--- config.mk ---
export PLATFORM = sky130hd
export DESIGN_NAME = instruction_loader
export DESIGN_NICKNAME = d
export VERILOG_FILES = /design/src/rtl/instruction_loader.sv
export SDC_FILE = /design/constraint.sdc
export NUM_CORES = 1
export LEC_CHECK = 0
export ABC_AREA = 1
export CORE_MARGIN = 2
export CORE_UTILIZATION = 45
export CTS_BUF_LIST = sky130_fd_sc_hd__clkbuf_16
export DETAILED_ROUTE_END_ITERATION = 10
export PLACE_DENSITY = 0.72
export RECOVER_POWER = 100
export SYNTH_ARGS = -nofsm -noshare
export SYNTH_HDL_FRONTEND = slang
export SYNTH_SLANG_ARGS = --single-unit
--- constraint.sdc ---
create_clock -name clk -period 1.35 [get_ports clk]
set_input_delay 0.405 -clock clk [delete_from_list [all_inputs] [get_ports clk]]
set_output_delay 0.405 -clock clk [all_outputs]
set_load 0.005 [all_outputs]
--- src/rtl/instruction_loader.sv ---
// Byte-serial program loader: assembles big-endian 32-bit words, screens each
// opcode against the decoder's supported set, and writes accepted words to instruction memory.
module instruction_loader #(
  parameter int          ADDR_WIDTH = 10,
  parameter logic [31:0] END_MARKER = 32'hFFFF_FFFF
) (
  input  logic                  clk,
  input  logic                  reset,
  input  logic                  start,
  input  logic [7:0]            byteIn,
  input  logic                  byteValid,
  output logic                  byteReady,
  output logic [ADDR_WIDTH-1:0] instrAddr,
  output logic [31:0]           instrData,
  output logic                  instrWriteEnable,
  output logic                  loading,
  output logic                  done,
  output logic [1:0]            errorCode,
  output logic [ADDR_WIDTH:0]   wordCount
);

  typedef enum logic [2:0] {IDLE, RECEIVE, WRITE, DONE, ERROR} state_t;
  typedef enum logic [1:0] {V_WRITE, V_END, V_BADOP, V_OVF} verdict_t;

  localparam logic [1:0]            ERR_NONE   = 2'b00;
  localparam logic [1:0]            ERR_OPCODE = 2'b01;
  localparam logic [1:0]            ERR_OVF    = 2'b10;
  localparam logic [ADDR_WIDTH:0]   CAPACITY   = {1'b1, {ADDR_WIDTH{1'b0}}};
  localparam logic [ADDR_WIDTH-1:0] ADDR_ONE   = {{(ADDR_WIDTH-1){1'b0}}, 1'b1};
  localparam logic [ADDR_WIDTH:0]   COUNT_ONE  = {{ADDR_WIDTH{1'b0}}, 1'b1};

  state_t      state;
  verdict_t    verdict;
  verdict_t    verdict_next;
  logic [1:0]  byte_idx;
  logic [23:0] shift_q;
  logic [31:0] full_word;

  // Opcodes 4, 12, 14 and 15 have no decoder implementation.
  function automatic logic opcode_ok(input logic [3:0] op);
    case (op)
      4'd4, 4'd12, 4'd14, 4'd15: opcode_ok = 1'b0;
      default:                   opcode_ok = 1'b1;
    endcase
  endfunction

  // The word completed by the byte arriving this cycle, and what WRITE will do with it.
  always_comb begin
    full_word    = {shift_q, byteIn};
    verdict_next = V_WRITE;
    if (full_word == END_MARKER)          verdict_next = V_END;
    else if (!opcode_ok(full_word[31:28])) verdict_next = V_BADOP;
    else if (wordCount == CAPACITY)        verdict_next = V_OVF;
  end

  // NOTE: all state and outputs are registered with non-blocking assignments so every
  // branch below reads the values from before this edge, independent of statement order.
  always_ff @(posedge clk) begin
    if (reset) begin
      state            <= IDLE;
      verdict          <= V_WRITE;
      byte_idx         <= 2'd0;
      shift_q          <= 24'd0;
      byteReady        <= 1'b0;
      instrAddr        <= '0;
      instrData        <= 32'd0;
      instrWriteEnable <= 1'b0;
      loading          <= 1'b0;
      done             <= 1'b0;
      errorCode        <= ERR_NONE;
      wordCount        <= '0;
    end else begin
      instrWriteEnable <= 1'b0;
      case (state)
        IDLE, DONE, ERROR: begin
          if (start) begin
            state     <= RECEIVE;
            byteReady <= 1'b1;
            loading   <= 1'b1;
            instrAddr <= '0;
            wordCount <= '0;
            byte_idx  <= 2'd0;
            done      <= 1'b0;
            errorCode <= ERR_NONE;
          end
        end

        RECEIVE: begin
          if (byteValid && byteReady) begin
            shift_q  <= full_word[23:0];
            byte_idx <= byte_idx + 2'd1;
            if (byte_idx == 2'd3) begin
              // Strobe is decided here so it is registered for exactly the WRITE cycle.
              state            <= WRITE;
              byteReady        <= 1'b0;
              verdict          <= verdict_next;
              instrWriteEnable <= (verdict_next == V_WRITE);
              if (verdict_next == V_WRITE) instrData <= full_word;
            end
          end
        end

        WRITE: begin
          case (verdict)
            V_END: begin
              state   <= DONE;
              done    <= 1'b1;
              loading <= 1'b0;
            end
            V_BADOP: begin
              state     <= ERROR;
              errorCode <= ERR_OPCODE;
              loading   <= 1'b0;
            end
            V_OVF: begin
              state     <= ERROR;
              errorCode <= ERR_OVF;
              loading   <= 1'b0;
            end
            default: begin
              state     <= RECEIVE;
              byteReady <= 1'b1;
              instrAddr <= instrAddr + ADDR_ONE;
              wordCount <= wordCount + COUNT_ONE;
            end
          endcase
        end

        default: state <= IDLE;
      endcase
    end
  end

endmodule
==> results of run 1 <==
layout by cell type (no fill, tap or decap), types with 10 or more instances in the layout:
| cell | count |
|---|---|
| nand2_1 | 99 |
| buf_4 | 59 |
| nand4_1 | 33 |
| buf_6 | 14 |
| nor2_4 | 10 |
| o21ai_1 | 27 |
| clkdlybuf4s15_1 | 13 |
| nand2_4 | 18 |
| a21oi_1 | 34 |
| dfxtp_1 | 56 |
| clkbuf_16 | 12 |
| nand2_2 | 11 |
| a21oi_2 | 22 |
| dfxtp_2 | 31 |
| inv_1 | 27 |
| nor2_1 | 77 |
| dlygate4sd2_1 | 43 |
worst paths after layout:
kind / from / end / slack (ns) / depth (start not counted)
min: instrData[15]$_SDFFE_PP0P_ / instrData[15]$_SDFFE_PP0P_ / 0.46 / 2
max: wordCount[1]$_SDFFE_PP0P_ / instrData[2]$_SDFFE_PP0P_ / -0.23 / 10
min reg2reg: instrData[15]$_SDFFE_PP0P_ / instrData[15]$_SDFFE_PP0P_ / 0.46 / 2
max reg2reg: wordCount[1]$_SDFFE_PP0P_ / instrData[2]$_SDFFE_PP0P_ / -0.23 / 10
metal layers:
metal	global-route usage, %	wire length [um]
met5	0	0
met4	13.0	734
met3	3.53	576
met2	41.2	6940
met1	27.0	5150
state kept, by name, summed over array words and instances, names as in the netlist:
register and flops:
byteReady 1, byte_idx 2, done 1, errorCode 2, instrAddr 10, instrData 32, instrWriteEnable 1, loading 1
shift_q 24, state 3, verdict 2, wordCount 11
layout make-up:
| class | count | area (um2) | share of cell area, % |
|---|---|---|---|
| Clock buffer | 9 | 225 | 3.50 |
| Sequential cell | 90 | 1850 | 28.8 |
| Clock inverter | 7 | 60.1 | 0.934 |
| Multi-Input combinational cell | 390 | 2420 | 37.7 |
| Timing Repair Buffer | 157 | 1560 | 24.2 |
| Inverter | 39 | 181 | 2.82 |
| Tap cell | 105 | 131 | 2.04 |
critical path: stages, from the launching register on:
cell and delay (ns):
dfxtp_2 0.34, buf_6 0.13, inv_4 0.05, ha_4 0.13
nand2_4 0.05, nor3_4 0.16, nand2_4 0.10, nand3_4 0.16
clkbuf_16 0.18, nand2_1 0.06, a21oi_1 0.15
power breakdown:
part	leakage [nW]	internal, mW	switching [mW]
Sequential	0.745	2.88	0.231
Clock	0.146	1.42	1.03
Combinational	1.77	1.78	1.97
Total	2.66	6.08	3.23
through the flow:
stage	hold slack, ns	cells	worst slack, ns	power (mW)
after global placement	0.449	747	-0.452	5.02
after global routing	0.477	797	-0.306	9.66
final	0.460	797	-0.234	9.31
after CTS	0.459	781	-0.164	8.31
after detailed placement	0.450	747	-0.481	5.07
after floorplan	0.455	547	-0.0541	4.17
kinds of logic after synthesis:
logic type	synth area share, %
and+or+nand+nor	31.8
AOI/OAI and AO/OA	13.5
DFF	46.1
buffers and inverters	7.33
adders and majority gates	1.28
repair_timing:
action | 4_1_cts | 5_1_grt
buffers inserted | 16 | 13
setup endpoints to repair | 140 | 97
cloned | 3 | 3
endpoints found under the hold margin | 0 | 0
pin swaps | 14 | 40
resized for setup | 173 | 157
==> metrics, run 1 <==
outcome=finished with violations; failing checks=negative setup slack; Seq/Total Area, Yosys=46.1%; leading area contributor after synthesis=dfxtp_1; post-synth top area share=46.1%; placed standard-cell area=~0.0051 mm2; initial antenna violation count=0; Layout Nets=between 700 and 800; GP Congestion=around 0.9; GRT overflow=0; clock slew seen by the registers of the worst setup and hold paths=approximately 0.060 ns; Hold Crit Class=flop to flop; worst vdd rail ir drop=between 0.0008 and 0.0009 V; wire length per cell=roughly 17 um; period utilisation layout=117%; Die Y=97.2 um; Mapped Nets=563; # diodes=0; post-DR vias/cell=roughly 5.5; top post-synthesis cells by area=dfxtp_1 (46%), nand2_1 (12%), nor2_1 (8.6%), a21oi_1 (7.2%), nand4_1 (5.3%); Max Cap Violations=0; Clock Latency Late Sink=around 0.33 ns; CP required=1.60 ns; CP Class=flop to flop; Post-CTS Hold Fix Bufs=0; global-route wire length before repair=18300 um; TritonRoute pass-1 iters=7; max-slew violations=0; share of cells above drive strength 1=between 30% and 40%; mean post-synth cell area=just over 7 um2; Netlist cell types=26; core outline area=approximately 0.0083 mm2; Final Cell Area=between 0.006 and 0.007 mm2; min cycle time layout=between 1.5 and 2 ns; CP Max Fanout=9; Die W=around 97 um; TritonCTS clock tree=yes; Final Util=77.4%; DRC viols=0; prevailing post-synth register cell=dfxtp_1; Ports=roughly 70; worst path arrival time=1.84 ns; Max transition margin=79.0%; wirelength, routed=roughly 13000 um; CTS root buf=clkbuf_16; H-tree levels=3; Rows=33; Ys Warns=0; top post-synthesis cells by count=nand2_1 (128), dfxtp_1 (90), nor2_1 (89); Fmax achieved=roughly 630 MHz; asr flop ratio synth=0%; die area=0.00944 mm2; Slew @ Worst Pin=around 0.32 ns; Initial DRC Count=roughly 240; Seq cells post-synth=90; most frequent cell after synthesis=nand2_1; DR vias=about 4400; Starting Density=between 40% and 50%; CP endpoint kind=flop; gr usage total=about a quarter; CTS Buffer Depth=2; vias in the first global route=3960; Fill cells=between 500 and 600; leakage power=about 2.7 nW; setup_tns=-8.78 ns; Layout area overhead=64.5%; largest net degree at the start of global routing=51; CTS Sinks=90; RSZ-0062 raised after global routing=yes; pwr/cell area=about 1400 mW/mm2; Clock Skew=around 0.006 ns; CTS buffer count=9; Final Hold Viols=0; DP HPWL=7000 um; remaining antenna violation count=0; Post-synth EDFFs=0; IO buf count=70; Mapped Cells=approximately 550; final worst-path setup slack=-0.234 ns; final setup vio count=64; Netlist Area Pre-Place=0.00391 mm2; crit start category=flop
(Power assumes the default switching activity.)
==> inputs of run 2 (changes only) <==
Settings changed: ABC_AREA 1 to default, MAX_ROUTING_LAYER from default to met4, SLEW_MARGIN from default to 20.
==> run 2 against run 1 <==
Against the previous run:
- the run still ends with negative setup slack left
- flip-flop and latch count is the same
- non-clock buffer count grew 64
- routed wire length grew 38%
- utilization grew 9.7 points
==> metrics, run 2 <==
leading area contributor after synthesis=dfxtp_1; Slew @ Worst Pin=between 0.3 and 0.4 ns; worst vdd rail ir drop=around 0.00082 V; Clock Latency Late Sink=0.36 ns; DRC viols=0; GP Congestion=0.869; r2r endpoint=instrData[15]$_SDFFE_PP0P_; Worst Hold End=instrData[25]$_SDFFE_PP0P_; Initial DRC Count=roughly 530; Seq cells post-synth=90; Hold Crit Class=flop to flop; Max Cap Violations=0; largest register by flop count=instrData; pwr/cell area=just under 900 mW/mm2; area of the multi-input gates=~0.0025 mm2; Rows=33; CP Max Fanout=8; CTS Sinks=90; Finished Layout Cells=786; vias in the first global route=~4400; Starting Density=a little under half; die area=roughly 0.009 mm2; CP required=around 1.6 ns; Netlist cell types=48; post-DR vias/cell=6.19; largest net degree at the start of global routing=60; largest family of logic cells by synthesized area=simple AND/OR/NAND/NOR gates; gr usage total=33.8%; Hold Startpoint=instrData[25]$_SDFFE_PP0P_; initial antenna violation count=1; RSZ-0062 raised after global routing=yes; asr flop ratio synth=0%; Hold Path Stages=2; adder-cell share of the synthesized area=under 10%; final setup vio count=97; GRT overflow=0; Post-Synth XOR/XNOR Area=~1.4%; r2r worst-path depth=9; CTS root buf=clkbuf_16; Layout Nets=691; register area=0.00188 mm2; CP Class=flop to flop; Fill cells=between 300 and 400; Ports=about 70; total power=6.30 mW; Netlist Area Pre-Place=0.00371 mm2; TritonCTS clock tree=yes; IO buf count=70; Layout area overhead=90.1%; Post-synth EDFFs=0; wirelength, routed=18500 um; DP HPWL=roughly 7100 um; prevailing post-synth register cell=dfxtp_1; Ys Warns=0; clock slew seen by the registers of the worst setup and hold paths=0.07 ns; period utilisation layout=143%; TritonRoute pass-1 iters=5; H-tree levels=3; Clock Skew=~0.0098 ns; pre-CTS setup slack=-0.711 ns; final worst-path setup slack=-0.576 ns; Die Y=around 95 um; leakage power=approximately 2.8 nW; top post-synthesis cells by area=dfxtp_1 (49%), nand2_1 (13%), a21oi_1 (9.6%), nor2_1 (4.1%), clkbuf_1 (1.7%); commonest non-fill, non-tap cell in the layout=buf_4; Final Cell Area=roughly 0.0070 mm2; Fmax achieved=519 MHz; commonest cells after routing, fill and taps aside=buf_4 (87), nand2_1 (71), buf_6 (51); Worst R2R Start=wordCount[0]$_SDFFE_PP0P_; simple-gate area share of the yosys netlist=between 20% and 30%; outcome=finished with violations; CTS buffer count=9; setup_tns=-32.44 ns; remaining antenna violation count=0; max-slew violations=0; Die W=roughly 95 um; Seq/Total Area, Yosys=approximately 49%; Synth Area in Compound Gates=15.6%; Mapped Cells=470; crit start category=flop; r2r setup slk=-0.58 ns; max reg flops=32; placed standard-cell area=approximately 0.0053 mm2; min cycle time layout=1.93 ns; Inst Count DP=slightly above 700; global-route wire length before repair=22400 um; mux cell area share after synthesis=0.607%; core outline area=approximately 0.0081 mm2; DR vias=4864; Max transition margin=approximately four fifths; CTS Buffer Depth=2; wire length per cell=~24 um; most frequent cell after synthesis=nand2_1; Final Hold Viols=0; failing checks=negative setup slack; worst path arrival time=about 2.2 ns; Mapped Nets=around 500; mean post-synth cell area=between 7 and 8 um2; top post-synthesis cells by count=nand2_1 (129), dfxtp_1 (90), a21oi_1 (71); share of cells above drive strength 1=56.6%; post-synth top area share=between 40% and 50%; Largest regs=instrData: 32 flops, shift_q: 24 flops, wordCount: 11 flops; Post-CTS Hold Fix Bufs=0; CP endpoint kind=flop
run 2: changes by cell type in the layout (fill, tap and decap cells not counted), moves of 23 or more:
cell,delta
inv_1,-25
nand2_2,+28
o21ai_1,-26
dlygate4sd2_1,-24
buf_4,+28
nor2_1,-47
nand4_1,-23
buf_6,+37
nand2_1,-28
run 2: per-layer routing:
layer  vias to the layer above  global-route usage, %  wire [um]
met4                         0                   15.8       1400
met5                         -                      -          0
met3                       140                   7.02       1780
met2                       399                   56.0       8690
li1                       2030                      -          -
met1                      2295                   39.2       6640
run 2: timing repair:
action	4_1_cts	5_1_grt
buffers inserted	37	21
pin swaps	69	83
gates resized for setup	265	176
cloned	9	3
endpoints found under the setup margin	143	126
run 2: kinds of logic (layout without fill, tap and decap cells):
logic type	Yosys count	count (layout)
AO/OA/AOI/OAI	102	102
XOR/XNOR	6	6
adder cells (fa/ha/maj)	4	4
buffers and inverters	31	241
flip-flops	90	90
multiplexers	2	2
other	0	1
AND/OR/NAND/NOR	235	235
run 2: where the power goes:
| part | switching [mW] | leakage [nW] | internal (mW) |
|---|---|---|---|
| clock network | 1.25 | 0.138 | 1.29 |
| logic | 0.530 | 1.90 | 0.513 |
| registers | 0.0399 | 0.752 | 2.68 |
| total | 1.82 | 2.79 | 4.48 |
run 2: how the worst max path moves through the flow:
stage | start | end | slack, ns | cells past startpoint
after global routing | wordCount[0]$_SDFFE_PP0P_ | instrData[11]$_SDFFE_PP0P_ | -0.61 | 9
after detailed placement | start | instrAddr[9]$_SDFFE_PP0P_ | -0.71 | 6
after floorplan | verdict[0]$_SDFFE_PP0P_ | instrAddr[9]$_SDFFE_PP0P_ | -0.27 | 6
final | wordCount[0]$_SDFFE_PP0P_ | instrData[15]$_SDFFE_PP0P_ | -0.58 | 9
after global placement | start | instrAddr[9]$_SDFFE_PP0P_ | -0.68 | 6
after CTS | wordCount[0]$_SDFFE_PP0P_ | instrData[27]$_SDFFE_PP0P_ | -0.35 | 9
run 2: area by class of cell:
cell class	count	share of cell area [%]
Clock buffer	9	3.19
Clock inverter	7	0.852
Antenna cell	1	0.0355
Sequential cell	90	26.6
Inverter	4	0.213
Multi-Input combinational cell	349	36.1
Tap cell	105	1.86
Timing Repair Buffer	221	31.2
run 2: worst max-delay path, cell delays in order, from the launching register on:
cell	delay (ns)
dfxtp_4	0.37
buf_6	0.12
inv_2	0.07
ha_4	0.13
nand4b_1	0.24
buf_4	0.26
nand3_4	0.21
clkbuf_16	0.22
nand2_2	0.05
a21oi_1	0.17
run 2: metrics by stage:
stage / util (%) / hold WS (ns)
after floorplan: - / 0.445
after global placement: 65.2 / 0.446
after detailed placement: 65.2 / 0.445
after CTS: 79.3 / 0.425
after global routing: 87.1 / 0.466
final: 87.1 / 0.453
